## src/rtl/panda_risc_v_gpr_file.sv

```systemverilog
// rtl/panda_risc_v_gpr_file.sv - x0..x31 register file with two decoder read ports and a shared fetch-unit read port
// Optional feature: define PANDA_RISC_V_REG_FILE_WR_BYPASS_EN to forward same-cycle write data to reads.
module panda_risc_v_gpr_file #(
  parameter real         simulation_delay = 1,
  parameter integer      starve_thr       = 4,
  parameter logic [31:0] sp_rst_v         = 32'h0000_0000
) (
  input  logic        clk,
  input  logic        sys_reset_req,
  input  logic        dcd_reg_file_rd_p0_req,
  input  logic [4:0]  dcd_reg_file_rd_p0_addr,
  output logic        dcd_reg_file_rd_p0_grant,
  output logic [31:0] dcd_reg_file_rd_p0_dout,
  input  logic        dcd_reg_file_rd_p1_req,
  input  logic [4:0]  dcd_reg_file_rd_p1_addr,
  output logic        dcd_reg_file_rd_p1_grant,
  output logic [31:0] dcd_reg_file_rd_p1_dout,
  input  logic        ifu_reg_file_rd_req,
  input  logic [4:0]  ifu_reg_file_rd_addr,
  output logic        ifu_reg_file_rd_grant,
  output logic [31:0] ifu_reg_file_rd_dout,
  input  logic        reg_file_wen,
  input  logic [4:0]  reg_file_waddr,
  input  logic [31:0] reg_file_din
);

  // Update delay is a simulation-only notion; flops here are modelled without it.
  if (simulation_delay < 0.0) begin : g_negative_delay_ignored
  end

  localparam logic [3:0] thr = 4'(starve_thr);

  logic [31:0] regs [1:31];
  logic [3:0]  starve_cnt;
  logic        dcd_forced;

  // Register storage; x2 resets to the configured stack pointer, x0 is never stored.
  always_ff @(posedge clk) begin
    if (sys_reset_req) begin
      for (int i = 1; i < 32; i++) begin
        regs[i] <= (i == 2) ? sp_rst_v : 32'h0;
      end
    end else if (reg_file_wen && (reg_file_waddr != 5'd0)) begin
      regs[reg_file_waddr] <= reg_file_din;
    end
  end

  // Read value for one index, including x0 = 0 and optional write forwarding.
  function automatic logic [31:0] rd_val(input logic [4:0] a);
    logic [31:0] v;
    if (a == 5'd0) begin
      v = 32'h0;
    end else begin
      v = regs[a];
`ifdef PANDA_RISC_V_REG_FILE_WR_BYPASS_EN
      if (reg_file_wen && (reg_file_waddr == a)) begin
        v = reg_file_din;
      end
`endif
    end
    return v;
  endfunction

  assign dcd_forced = (starve_cnt == thr);

  // Port #0 arbitration: fetch unit wins unless the decoder has been starved long enough.
  always_comb begin
    dcd_reg_file_rd_p0_grant = 1'b0;
    ifu_reg_file_rd_grant    = 1'b0;
    dcd_reg_file_rd_p1_grant = 1'b0;
    if (!sys_reset_req) begin
      dcd_reg_file_rd_p0_grant = dcd_reg_file_rd_p0_req & (~ifu_reg_file_rd_req | dcd_forced);
      ifu_reg_file_rd_grant    = ifu_reg_file_rd_req & ~(dcd_reg_file_rd_p0_req & dcd_forced);
      dcd_reg_file_rd_p1_grant = dcd_reg_file_rd_p1_req;
    end
  end

  // Read data is zeroed whenever its port is not granted.
  always_comb begin
    dcd_reg_file_rd_p0_dout = 32'h0;
    dcd_reg_file_rd_p1_dout = 32'h0;
    ifu_reg_file_rd_dout    = 32'h0;
    if (dcd_reg_file_rd_p0_grant) dcd_reg_file_rd_p0_dout = rd_val(dcd_reg_file_rd_p0_addr);
    if (dcd_reg_file_rd_p1_grant) dcd_reg_file_rd_p1_dout = rd_val(dcd_reg_file_rd_p1_addr);
    if (ifu_reg_file_rd_grant)    ifu_reg_file_rd_dout    = rd_val(ifu_reg_file_rd_addr);
  end

  // Count consecutive denied decoder cycles on port #0, saturating at the threshold.
  always_ff @(posedge clk) begin
    if (sys_reset_req) begin
      starve_cnt <= 4'd0;
    end else if (dcd_reg_file_rd_p0_req && !dcd_reg_file_rd_p0_grant) begin
      starve_cnt <= dcd_forced ? thr : starve_cnt + 4'd1;
    end else begin
      starve_cnt <= 4'd0;
    end
  end

endmodule

```

## config.mk

```make
export PLATFORM = sky130hd
export DESIGN_NAME = panda_risc_v_gpr_file
export DESIGN_NICKNAME = d
export VERILOG_FILES = /design/src/rtl/panda_risc_v_gpr_file.sv
export SDC_FILE = /design/constraint.sdc
export NUM_CORES = 2
export LEC_CHECK = 0
export ABC_CLOCK_PERIOD_IN_PS = 6100
export CORE_MARGIN = 2
export CORE_UTILIZATION = 23
export CTS_CLUSTER_SIZE = 14
export DETAILED_ROUTE_END_ITERATION = 6
export SLEW_MARGIN = 20
export SYNTH_ARGS = -nofsm -noshare
export SYNTH_HDL_FRONTEND = slang
export SYNTH_SLANG_ARGS = --single-unit
```

## constraint.sdc

```tcl
create_clock -name clk -period 6.1 [get_ports clk]
set_input_delay 1.525 -clock clk [delete_from_list [all_inputs] [get_ports clk]]
set_output_delay 1.525 -clock clk [all_outputs]
set_load 0.005 [all_outputs]
```

==> results_dict.tcl <==
set metrics [dict create \
    outcome "complete, no violations" \
    rows 191 \
    final_antenna_net_count 0 \
    maxSlewViolCount 0 \
    cts.clk_slew.worst_paths_ns 0.06 \
    timing.hold.ws_ns 0.471 \
    drive_gt1_frac 0.244 \
    antenna_found_initial 37 \
    num_io_pins 157 \
    relSlewSlack 0.257 \
    place_area_mm2 0.0702 \
    arrival_ns 4.47 \
    routedWlPerCell_um 32.0 \
    worstSetupPathType "primary input to primary output" \
    final_area_mm2 0.0739 \
    firstDrtPassIters 6 \
    ctsLongestPathBuffers 3 \
    end_kind "primary output" \
    synth_cell_type_count 53 \
    routed_wl_um 263000 \
    synth_ff_type "edfxtp_1" \
    yosys.area_share.simple 0.126 \
    vias_per_cell 5.51 \
    synth-xor-area-share 0.000279 \
    max_freq_mhz 167 \
    final-hold-violation-count 0 \
    final_nets 4600 \
    layout_setup_ws_ns 0.104 \
    rsz0062_at_grt "false" \
    min_period_over_period 0.983 \
    synthAdderAreaFrac 0.000399 \
    power_density_mw_per_mm2 247 \
    seq_area_frac_synth 0.492 \
    synth_area_leaders "edfxtp_1 49%, mux4_2 20%, and2_1 9.9%" \
    grt_pass1_vias 44400 \
    p_leak_nw 25.1 \
    num_vias 45300 \
    place_congestion 0.902 \
    clock_skew_ns 0.000228 \
    synth_compound_area_frac 0.0712 \
    setup_tns_ns 0 \
    syn2layout_area_growth_pct 17.9 \
    initial_core_util 0.231 \
    clk-insertion-delay-late_ns 0.73 \
    synthMuxAreaShare 0.273 \
    worstMarginPinSlew_ns 1.11 \
    cts_made_buffers 107 \
    cts_tree "done" \
    cts.sinks 1028 \
    die-width_um 526 \
    overflow 0 \
    hp-class "flip-flop to flip-flop" \
    core_mm2 0.271 \
    grt_util_all_layers 0.184 \
    crit_path_max_fanout 9 \
    ys_warn_count 0 \
    cts_root_buffer "clkbuf_16" \
    syn_area_mm2 0.0627 \
    synth_top_cells_by_count "1024 x edfxtp_1, 995 x and2_1, 547 x mux4_2, 459 x mux2i_1, 311 x a22oi_1" \
    maxCapViolations 0 \
    route.detailed.drc 0 \
    netlist_instances 4453 \
    dieArea_mm2 0.277 \
    synth_edf_count 1024 \
    critPathLaunchType "primary input" \
    dpl.hpwl_um 168000 \
    io_buffers 156 \
    postCtsHoldBufs 0 \
    ir_drop_v 0.000274 \
    post-route-min-period_ns 6.00 \
    grt_pass1_wl_um 361000 \
    synth_top_family_by_area "multiplexers" \
    ys_async_sr_fraction 0 \
    drt_iter0_markers 6940 \
    avgSynthCellArea_um2 14.1 \
    setup_viol_count_final 0 \
    die_h_um 526 \
    synth_top_area_share 0.491 \
    pre_cts_ws_ns -0.0299 \
    finalPower_mw 18.3 \
    grt_max_degree 82 \
    yosys.area.top_type "edfxtp_1" \
    ctsHtreeMaxLevel 3 \
    synth.most_common_cell "edfxtp_1" \
    ys_ff_latch 1028 \
    cp_data_required_time_ns 4.58 \
]
layout by cell type (no fill, tap or decap), types with 11 or more instances in the layout:
cell type        synthesis  final
bufinv_16                0     17
clkinv_2                 0     22
o21a_1                  59     59
buf_2                  119     11
edfxtp_1              1024   1024
mux4_2                 547    547
nand2_1                 44     44
conb_1                   1     32
nand4_1                 33     33
o211ai_1                62     62
mux2i_1                459    459
diode_2                  0     23
mux2_2                  16     16
clkdlybuf4s50_1          0    132
a221oi_1               121    121
nor2_1                 126     99
a22oi_1                311    311
clkbuf_1               286     16
or2_2                   32     32
buf_4                   48    195
nor2b_1                 39     34
nor2_4                   0     35
clkbuf_16                0    109
buf_12                   0     97
and2_1                 995    993
clkinv_1                 1     23
power by group:
group,internal (mW),leakage (nW),switching [mW]
combinational,1.23,13.5,1.57
sequential,8.17,9.78,0.310
clock,4.01,1.78,3.00
total,13.4,25.1,4.87
stage by stage:
step	util	instances
2_1_floorplan	-	4484
3_3_place_gp	0.259	7999
3_5_place_dp	0.259	7999
4_1_cts	0.273	8198
5_1_grt	0.273	8210
6_report	0.273	8223
critical path, cell delays in order:
cell,delay (ns)
clkdlybuf4s50_1,0.57
and3b_1,0.29
and3b_2,0.26
buf_4,0.22
a22oi_1,0.46
nand4_1,0.41
buf_12,0.25
clkdlybuf4s50_1,0.45
sequential cells by signal, indices dropped and copies added (netlist names):
register	cells
regs	1024
starve_cnt	4
repair_timing:
item / CTS / global route
resized for setup: 1 / 2
buffers inserted: 0 / 2
setup endpoints to repair: 1 / 5
pin swaps: 1 / 1
area by class of cell:
class,instances,area (um2)
multi-input cells,2951,29900
well taps,3570,4470
flip-flops and latches,1028,30800
repair buffers,446,4930
clock buffers,127,2820
inverters,6,23.8
clock inverters,72,825
diodes,23,57.6
fillers,27400,197000
cells by family after synthesis:
| kind of cell | Yosys count |
|---|---|
| xor gates and xnor gates | 2 |
| adders and majority gates | 2 |
| buffers and inverters | 505 |
| AOI/OAI and AO/OA | 576 |
| other | 1 |
| DFF | 1028 |
| and+or+nand+nor | 1317 |
| muxes | 1022 |
metal layers:
layer	up-vias	share of wire	track usage
li1	17700	-	-
met1	23400	0.36	0.224
met2	3503	0.47	0.294
met3	759	0.11	0.0400
met4	4	0.065	0.115
met5	-	0.000057	0
worst paths after layout:
| check | slack [ns] | end | start | depth (start not counted) |
|---|---|---|---|---|
| worst max-delay path | 0.10 | dcd_reg_file_rd_p1_dout[20] | dcd_reg_file_rd_p1_addr[4] | 8 |
| worst min-delay path | 0.47 | starve_cnt[0]$_SDFF_PP0_ | starve_cnt[0]$_SDFF_PP0_ | 1 |
| worst max register to register | 4.89 | starve_cnt[3]$_SDFF_PP0_ | starve_cnt[0]$_SDFF_PP0_ | 5 |
| worst min register to register | 0.47 | starve_cnt[0]$_SDFF_PP0_ | starve_cnt[0]$_SDFF_PP0_ | 1 |
Note: power is estimated with default switching activity, not from simulation.
